[src/rtl/mem_port_arbiter.sv]
// mem_port_arbiter: round-robin owner of one shared burst memory port.
// Define MEM_ARB_FIXED_PRIO_EN to make B (D-cache) win every tie.
module mem_port_arbiter #(
   parameter int BURST_LEN = 4,
   parameter int ADDR_W    = 32,
   parameter int DATA_W    = 32
) (
   input  logic              clk_i,
   input  logic              rst_ni,
   input  logic              a_req_i,
   input  logic              a_we_i,
   input  logic [ADDR_W-1:0] a_addr_i,
   input  logic [DATA_W-1:0] a_wdata_i,
   output logic              a_gnt_o,
   output logic              a_rvalid_o,
   output logic              a_done_o,
   input  logic              b_req_i,
   input  logic              b_we_i,
   input  logic [ADDR_W-1:0] b_addr_i,
   input  logic [DATA_W-1:0] b_wdata_i,
   output logic              b_gnt_o,
   output logic              b_rvalid_o,
   output logic              b_done_o,
   output logic [DATA_W-1:0] rdata_o,
   output logic              se_o,
   output logic              mem_req_o,
   output logic              mem_we_o,
   output logic [ADDR_W-1:0] mem_addr_o,
   output logic [DATA_W-1:0] mem_wdata_o,
   input  logic              mem_gnt_i,
   input  logic              mem_rvalid_i,
   input  logic [DATA_W-1:0] mem_rdata_i,
   output logic              busy_o
);
   localparam int CW = $clog2(BURST_LEN) + 1;
   localparam int OW = $clog2(BURST_LEN) + 2;
   localparam logic [CW-1:0] LAST = CW'(BURST_LEN - 1);

   typedef enum logic [1:0] {
      S_IDLE,
      S_ISSUE,
      S_WAIT_RSP
   } state_t;

   state_t            r_state;
   state_t            w_state_n;
   logic              r_se;
   logic              r_we;
   logic [ADDR_W-1:0] r_base;
   logic [CW-1:0]     r_beat;
   logic [CW-1:0]     r_rsp;
   logic              w_pick_b;
   logic              w_grant;
   logic              w_acc;
   logic              w_rsp;
   logic              w_done;
   logic              w_issue;
   logic [OW-1:0]     w_off;

`ifdef MEM_ARB_FIXED_PRIO_EN
   assign w_pick_b = b_req_i;
`else
   logic r_last;

   assign w_pick_b = b_req_i & (~a_req_i | ~r_last);

   // remember who owned the finished burst (1 = B) for the next tie
   always_ff @(posedge clk_i or negedge rst_ni) begin
      if (!rst_ni) begin
         r_last <= 1'b1;
      end else if (w_done) begin
         r_last <= r_se;
      end
   end
`endif

   // next-state and per-cycle strobes
   always_comb begin
      w_state_n = r_state;
      w_grant   = 1'b0;
      w_acc     = 1'b0;
      w_rsp     = 1'b0;
      w_done    = 1'b0;
      unique case (r_state)
         S_IDLE: begin
            if (a_req_i | b_req_i) begin
               w_grant   = 1'b1;
               w_state_n = S_ISSUE;
            end
         end
         S_ISSUE: begin
            w_acc = mem_gnt_i;
            w_rsp = mem_rvalid_i & ~r_we;
            if (w_rsp && r_rsp == LAST) begin
               w_done    = 1'b1;
               w_state_n = S_IDLE;
            end else if (w_acc && r_beat == LAST) begin
               if (r_we) begin
                  w_done    = 1'b1;
                  w_state_n = S_IDLE;
               end else begin
                  w_state_n = S_WAIT_RSP;
               end
            end
         end
         S_WAIT_RSP: begin
            w_rsp = mem_rvalid_i;
            if (w_rsp && r_rsp == LAST) begin
               w_done    = 1'b1;
               w_state_n = S_IDLE;
            end
         end
         default: w_state_n = S_IDLE;
      endcase
   end

   // state, owner latch and beat/response counters
   always_ff @(posedge clk_i or negedge rst_ni) begin
      if (!rst_ni) begin
         r_state <= S_IDLE;
         r_se    <= 1'b0;
         r_we    <= 1'b0;
         r_base  <= '0;
         r_beat  <= '0;
         r_rsp   <= '0;
      end else begin
         r_state <= w_state_n;
         if (w_grant) begin
            r_se   <= w_pick_b;
            r_we   <= w_pick_b ? b_we_i : a_we_i;
            r_base <= w_pick_b ? b_addr_i : a_addr_i;
            r_beat <= '0;
            r_rsp  <= '0;
         end else begin
            if (w_acc) r_beat <= r_beat + 1'b1;
            if (w_rsp) r_rsp <= r_rsp + 1'b1;
         end
      end
   end

   // offset wraps inside the burst block; upper bits stay from base
   assign w_off = r_base[OW-1:0] + OW'({r_beat, 2'b00});

   assign w_issue     = (r_state == S_ISSUE);
   assign mem_req_o   = w_issue;
   assign mem_we_o    = w_issue & r_we;
   assign mem_addr_o  = w_issue ? {r_base[ADDR_W-1:OW], w_off} : '0;
   assign mem_wdata_o = w_issue ? (r_se ? b_wdata_i : a_wdata_i) : '0;

   assign a_gnt_o    = w_acc & ~r_se;
   assign b_gnt_o    = w_acc & r_se;
   assign a_rvalid_o = w_rsp & ~r_se;
   assign b_rvalid_o = w_rsp & r_se;
   assign a_done_o   = w_done & ~r_se;
   assign b_done_o   = w_done & r_se;
   assign rdata_o    = w_rsp ? mem_rdata_i : '0;
   assign se_o       = r_se;
   assign busy_o     = (r_state != S_IDLE);

endmodule

[config.mk]
export PLATFORM = sky130hd
export DESIGN_NAME = mem_port_arbiter
export DESIGN_NICKNAME = d
export VERILOG_FILES = /design/src/rtl/mem_port_arbiter.sv
export SDC_FILE = /design/constraint.sdc
export NUM_CORES = 1
export LEC_CHECK = 0
export ABC_AREA = 1
export ABC_CLOCK_PERIOD_IN_PS = 4630
export BUFFER_PORTS_ARGS = -buffer_cell sky130_fd_sc_hd__buf_2
export CAP_MARGIN = 20
export CORE_AREA = 2 2 105 107
export CTS_CLUSTER_SIZE = 28
export DETAILED_ROUTE_END_ITERATION = 10
export DIE_AREA = 0 0 107 109
export PLACE_DENSITY = 0.69
export SKIP_LAST_GASP = 1
export SLEW_MARGIN = 20
export SYNTH_ARGS = -nofsm -noshare
export SYNTH_HDL_FRONTEND = slang
export SYNTH_SLANG_ARGS = --single-unit
[constraint.sdc]
create_clock -name clk_i -period 4.63 [get_ports clk_i]
set_input_delay 1.389 -clock clk_i [delete_from_list [all_inputs] [get_ports clk_i]]
set_output_delay 1.389 -clock clk_i [all_outputs]
set_load 0.005 [all_outputs]
Word-level counts from Yosys, hierarchy flattened. Cells that the tools add are included.

Word-level logic and storage cells: 65. Input bits: 168. Output and inout port bits: 106. Flip-flop bits (word level): 43.

$add $sub $neg: 3. Bitwise operators: 15. Reductions and logical operators: 8. Mux-type cells: 25. Equal/unequal tests: 7.

Operators by type and width (number): 32-bit two-way mux (5); 3-bit two-way mux (4); 2-bit two-way mux (5); 1-bit AND (9); 1-bit two-way mux (8); 3-bit by 1-bit adder with 3-bit output, second input constant (2); 3-bit by 2-bit == test with 1-bit output, second input constant (2); 2-bit case mux with 3 select lines (1); 2-bit nonzero test (3); 4-bit adder (1); 2-bit != test, second input constant (2); 1-bit NOT (4); 1-bit case mux with 2 select lines (2); 1-bit logical AND (3); 3-bit by 1-bit != test with 1-bit output, second input constant (1); 3-bit AND reduction (1); 2-bit by 1-bit == test with 1-bit output, second input constant (1); 2-bit == test, second input constant (1); 2-bit logical NOT (1); 1-bit bitwise OR (2).

Depth between registers and ports, before layout.
Depth in word-level cells: 6. Mapped depth: 9. Depth with buffers taken out: 9.

Worst setup path before layout. Ideal clock, no wire load.

Path kind: input port to output port. Start point: input port mem_rvalid_i. End point: output port rdata_o[10]. Arrival: 1889 ps. Required time: 3241 ps. Stages on the path: 4. Setup slack: 1352 ps. Buffers on the path: 2. Path through: nand3_1 > buf_2 > buf_4 > nor2_1.

Word-level cells in the longest chain between the ends: 3.

Ends and longest elaborated chain: start, declared (line 31) `input logic mem_rvalid_i,`; 1-bit AND (line 93) `w_rsp = mem_rvalid_i & ~r_we;`; 1-bit case mux with 2 select lines * (line 84) `unique case (r_state)`; 32-bit two-way mux * (line 156) `assign rdata_o = w_rsp ? mem_rdata_i : '0;`; end, declared (line 24) `output logic [DATA_W-1:0] rdata_o,`.

Mark *: on every way between the ends. The rest lies on a longest branch, timed or not.

Worst setup path in the final report.
Start point: input port mem_rvalid_i. End point: output port b_rvalid_o.

Word-level cells in the longest chain between the ends: 3.

Ends and longest elaborated chain: 1-bit AND (line 93); 1-bit case mux with 2 select lines * (line 84); 1-bit AND * (line 153) `assign b_rvalid_o = w_rsp & r_se;`; end, declared (line 22) `output logic b_rvalid_o,`.

Marks and branches as above.

==> tab_implementation.tex <==
\begin{tabular}{lr}
\hline
Metric & Value \\
\hline
\multicolumn{2}{l}{\textbf{Layout}} \\
Area growth, synth to finish & 43.5\% \\
Leading cell types in the layout, fill and taps excluded & 273 x buf\_2, 109 x nor2\_1, 95 x nand2\_1 \\
Antenna diodes & 0 \\
Count of fill cells added during filler insertion & 1160 \\
Leading cell type in the layout, fill and taps excluded & buf\_2 \\
Proportion of layout cells with a drive suffix above 1 & 38.6\% \\
Nets@finish & 945 \\
\multicolumn{2}{l}{\textbf{Setup path}} \\
Crit-path cells & buf\_2 > nand3\_1 > buf\_4 > nor2\_1 > buf\_2 \\
Reg-to-reg critical path endpoint & r\_we \\
Worst Setup End Kind & output port \\
Worst reg2reg path startpoint & r\_last \\
Buffers and inverters on the worst path & 3 \\
Worst reg2reg setup slack & 2750 ps \\
Worst Path Required & 3240 ps \\
Critical path's largest stage delay & 330 ps \\
Most repeated library cell on the critical path & buf\_2 \\
Critical setup path kind & primary input to output port \\
Critical-path top delay cell & buf\_4 \\
Critical Path AT & 2120 ps \\
Path depth of the worst reg2reg path & 5 \\
Max Fanout on Critical Path & 38 \\
Delay-heaviest family, CP & buffers and inverters \\
Critical path launch point type & primary input \\
\multicolumn{2}{l}{\textbf{Clock tree}} \\
CTS root buffer & clkbuf\_8 \\
CTS sink cnt & 43 \\
Number of buffers created by CTS & 5 \\
Clock insertion delay at the later pin of the skew report & 290 ps \\
Number of instances resized during post-cts repair & 0 \\
Clock tree from TritonCTS & yes \\
CTS max path bufs & 2 \\
Cts hold-fix bufs & 0 \\
\# Post-CTS Setup Buffers & 0 \\
H-Tree Depth & 2 \\
Clock input transition at the sequential cells of the worst setup and hold paths & 80 ps \\
\multicolumn{2}{l}{\textbf{GRT}} \\
Pin count of the biggest net entering global routing & 72 \\
All-layer global routing usage & 18.3\% \\
Global-route wire length before repair & 17.2 mm \\
Total grt overflow & 0 \\
Via count of the first global-routing pass & 3526 \\
Antenna violations before repair & 0 \\
\multicolumn{2}{l}{\textbf{Floorplanning}} \\
Total die area & 11700 sq um \\
Io pins & 274 \\
Area inside the core boundary & 10600 sq um \\
Initial Utilization & 31.5\% \\
Std cell rows & 38 \\
Die outline width & 107 um \\
Die height & 109 um \\
\multicolumn{2}{l}{\textbf{Timing}} \\
Fin crit share & 75.8\% \\
Final critical delay including setup and external delays & 3510 ps \\
Max-slew violation count & 0 \\
Final setup skew & 9.90 ps \\
Maximum achievable frequency & 285 MHz \\
Setup ws final & 1120 ps \\
Worst Tran Pin Value & 967 ps \\
Unrepaired setup endpoints after global routing & false \\
Aggregate negative setup slack & 0 ps \\
Endpoints failing hold & 0 \\
Worst slew margin relative to its limit & 35.6\% \\
Final number of setup-violating endpoints & 0 \\
\multicolumn{2}{l}{\textbf{Logic synthesis}} \\
Mapped Nets & 695 \\
Warning count from the yosys run & 0 \\
Synthesized netlist cell count & 519 \\
Biggest area contributors in the synthesized netlist & dfrtp\_1 31\%, nor2\_1 12\%, nand3\_1 11\%, nand2\_1 11\%, inv\_1 8.5\% \\
Number of register bits inferred by synthesis & 43 \\
Mapped cell area & 3340 sq um \\
Yosys top cell area share & 31.4\% \\
Number of distinct library cells after synthesis & 25 \\
Top cell type by total area after synthesis & dfrtp\_1 \\
Share of the yosys chip area belonging to registers & 32.2\% \\
Mapped Avg Cell Area & 6.44 sq um \\
\multicolumn{2}{l}{\textbf{Routing}} \\
Starting DRT DRC Count & 336 \\
Remaining DRCs & 0 \\
Number of vias in the routed layout & 3974 \\
Detailed-routing iteration count for the pre-antenna-repair pass & 5 \\
Vias per inst & 4.37 \\
Wirelength, routed & 11.2 mm \\
Final routed wire length divided by cell count & 12.4 um \\
Antenna viol nets, final & 0 \\
\multicolumn{2}{l}{\textbf{Power}} \\
LEAKAGE & 3.08 nW \\
Cell Pwr Density & 492 nW/um\^{}2 \\
IR Drop Worst-Case VDD & 224 uV \\
\multicolumn{2}{l}{\textbf{Min path}} \\
Class of the tightest hold or removal check & flop to flop \\
Cell depth of the worst hold path & 2 \\
Worst Hold Launch & r\_last \\
Capture endpoint of the worst hold path & r\_last \\
\multicolumn{2}{l}{\textbf{Placed design}} \\
Number of buffer cells added on primary ports & 273 \\
Setup Slack @ Placement & 1130 ps \\
Placed wire-length estimate & 8.77 mm \\
Routability congestion estimate from global placement & 0.847 \\
\multicolumn{2}{l}{\textbf{Job}} \\
Number of maximum-capacitance violations & 0 \\
\multicolumn{2}{l}{\textbf{Run status}} \\
Run status & finished, final reports clean \\
\hline
\end{tabular}
==> through the flow <==
| stage | area, sq um | utilization, % | total power, mW | hold WS, ps | instances |
|---|---|---|---|---|---|
| finish | 4790 | 45.2 | 2.36 | 471 | 909 |
| global route | 4790 | 45.2 | 2.60 | 486 | 909 |
| global placement | 4690 | 44.2 | 2.10 | 465 | 902 |
| floorplan | 3340 | - | 1.60 | 449 | 519 |
| detailed placement | 4690 | 44.2 | 2.11 | 460 | 902 |
| CTS | 4790 | 45.2 | 2.40 | 473 | 909 |
==> kinds of logic after synthesis <==
logic type                 after synthesis  share of synthesized area (%)
AOI/OAI and AO/OA                       70                           13.5
xor gates and xnor gates                 2                          0.524
adders and majority gates                8                           3.00
buffers and inverters                  117                           16.3
DFF                                     43                           32.2
and+or+nand+nor                        279                           34.4
==> synth_stat cells <==
master / n
clkbuf_1: 2
o211ai_1: 1
nor2_2: 1
nor2_1: 109
buf_2: 19
clkinv_1: 1
ha_1: 8
a211oi_2: 1
o21a_1: 32
inv_2: 4
dfrtp_1: 42
buf_6: 8
inv_4: 1
nand2_1: 95
o21ai_4: 1
clkbuf_2: 1
buf_4: 5
inv_1: 76
nand2_4: 1
xor2_1: 1
dfstp_2: 1
xnor2_1: 1
nand2_2: 1
o21ai_1: 35
nand3_1: 72
==> final cells by class <==
cell class	instances	area [sq um]	area share (%)
tap	140	175	3.65
inverter	82	310	6.47
timing repair buffer	278	1400	29.3
multi-input combinational	359	1720	35.9
sequential	43	1080	22.5
clock buffer	5	68.8	1.44
clock inverter	2	37.5	0.783
==> routing by layer <==
layer | track usage [%] | vias up | routed length [um]
met1 | 22.5 | 1707 | 4700
li1 | - | 2098 | -
met2 | 33.8 | 165 | 5520
met3 | 3.77 | 4 | 973
met4 | 2.78 | 0 | 41
met5 | 0 | - | 0
==> flip-flops by register name, indices dropped and copies added, names as in the netlist <==
| signal | flops |
|---|---|
| r_last | 1 |
| r_state | 2 |
| r_rsp | 3 |
| se_o | 1 |
| r_beat | 3 |
| r_we | 1 |
| r_base | 32 |
==> worst register-to-register path, cell delays in order, from the launching register on <==
cell      delay, ps
dfstp_2         540
nand2_2         360
nand2_4         510
nand2_1          90
o211ai_1        140
o21ai_1         100
==> how the worst max path moves through the flow <==
stage,depth (start not counted),start,endpoint,slack [ps]
floorplan,4,mem_rvalid_i,rdata_o[10],1350
global placement,5,mem_rvalid_i,b_rvalid_o,1160
detailed placement,5,mem_rvalid_i,b_rvalid_o,1130
CTS,5,mem_rvalid_i,b_rvalid_o,1130
global route,9,r_state[1],rdata_o[17],1000
finish,5,mem_rvalid_i,b_rvalid_o,1120
==> where the power goes <==
part | internal [mW] | total [mW] | switching, mW
sequential | 0.554 | 0.651 | 0.0973
clock | 0.158 | 0.284 | 0.126
combinational | 0.591 | 1.42 | 0.832
total | 1.30 | 2.36 | 1.06
Note: power is estimated with default switching activity, not from simulation.
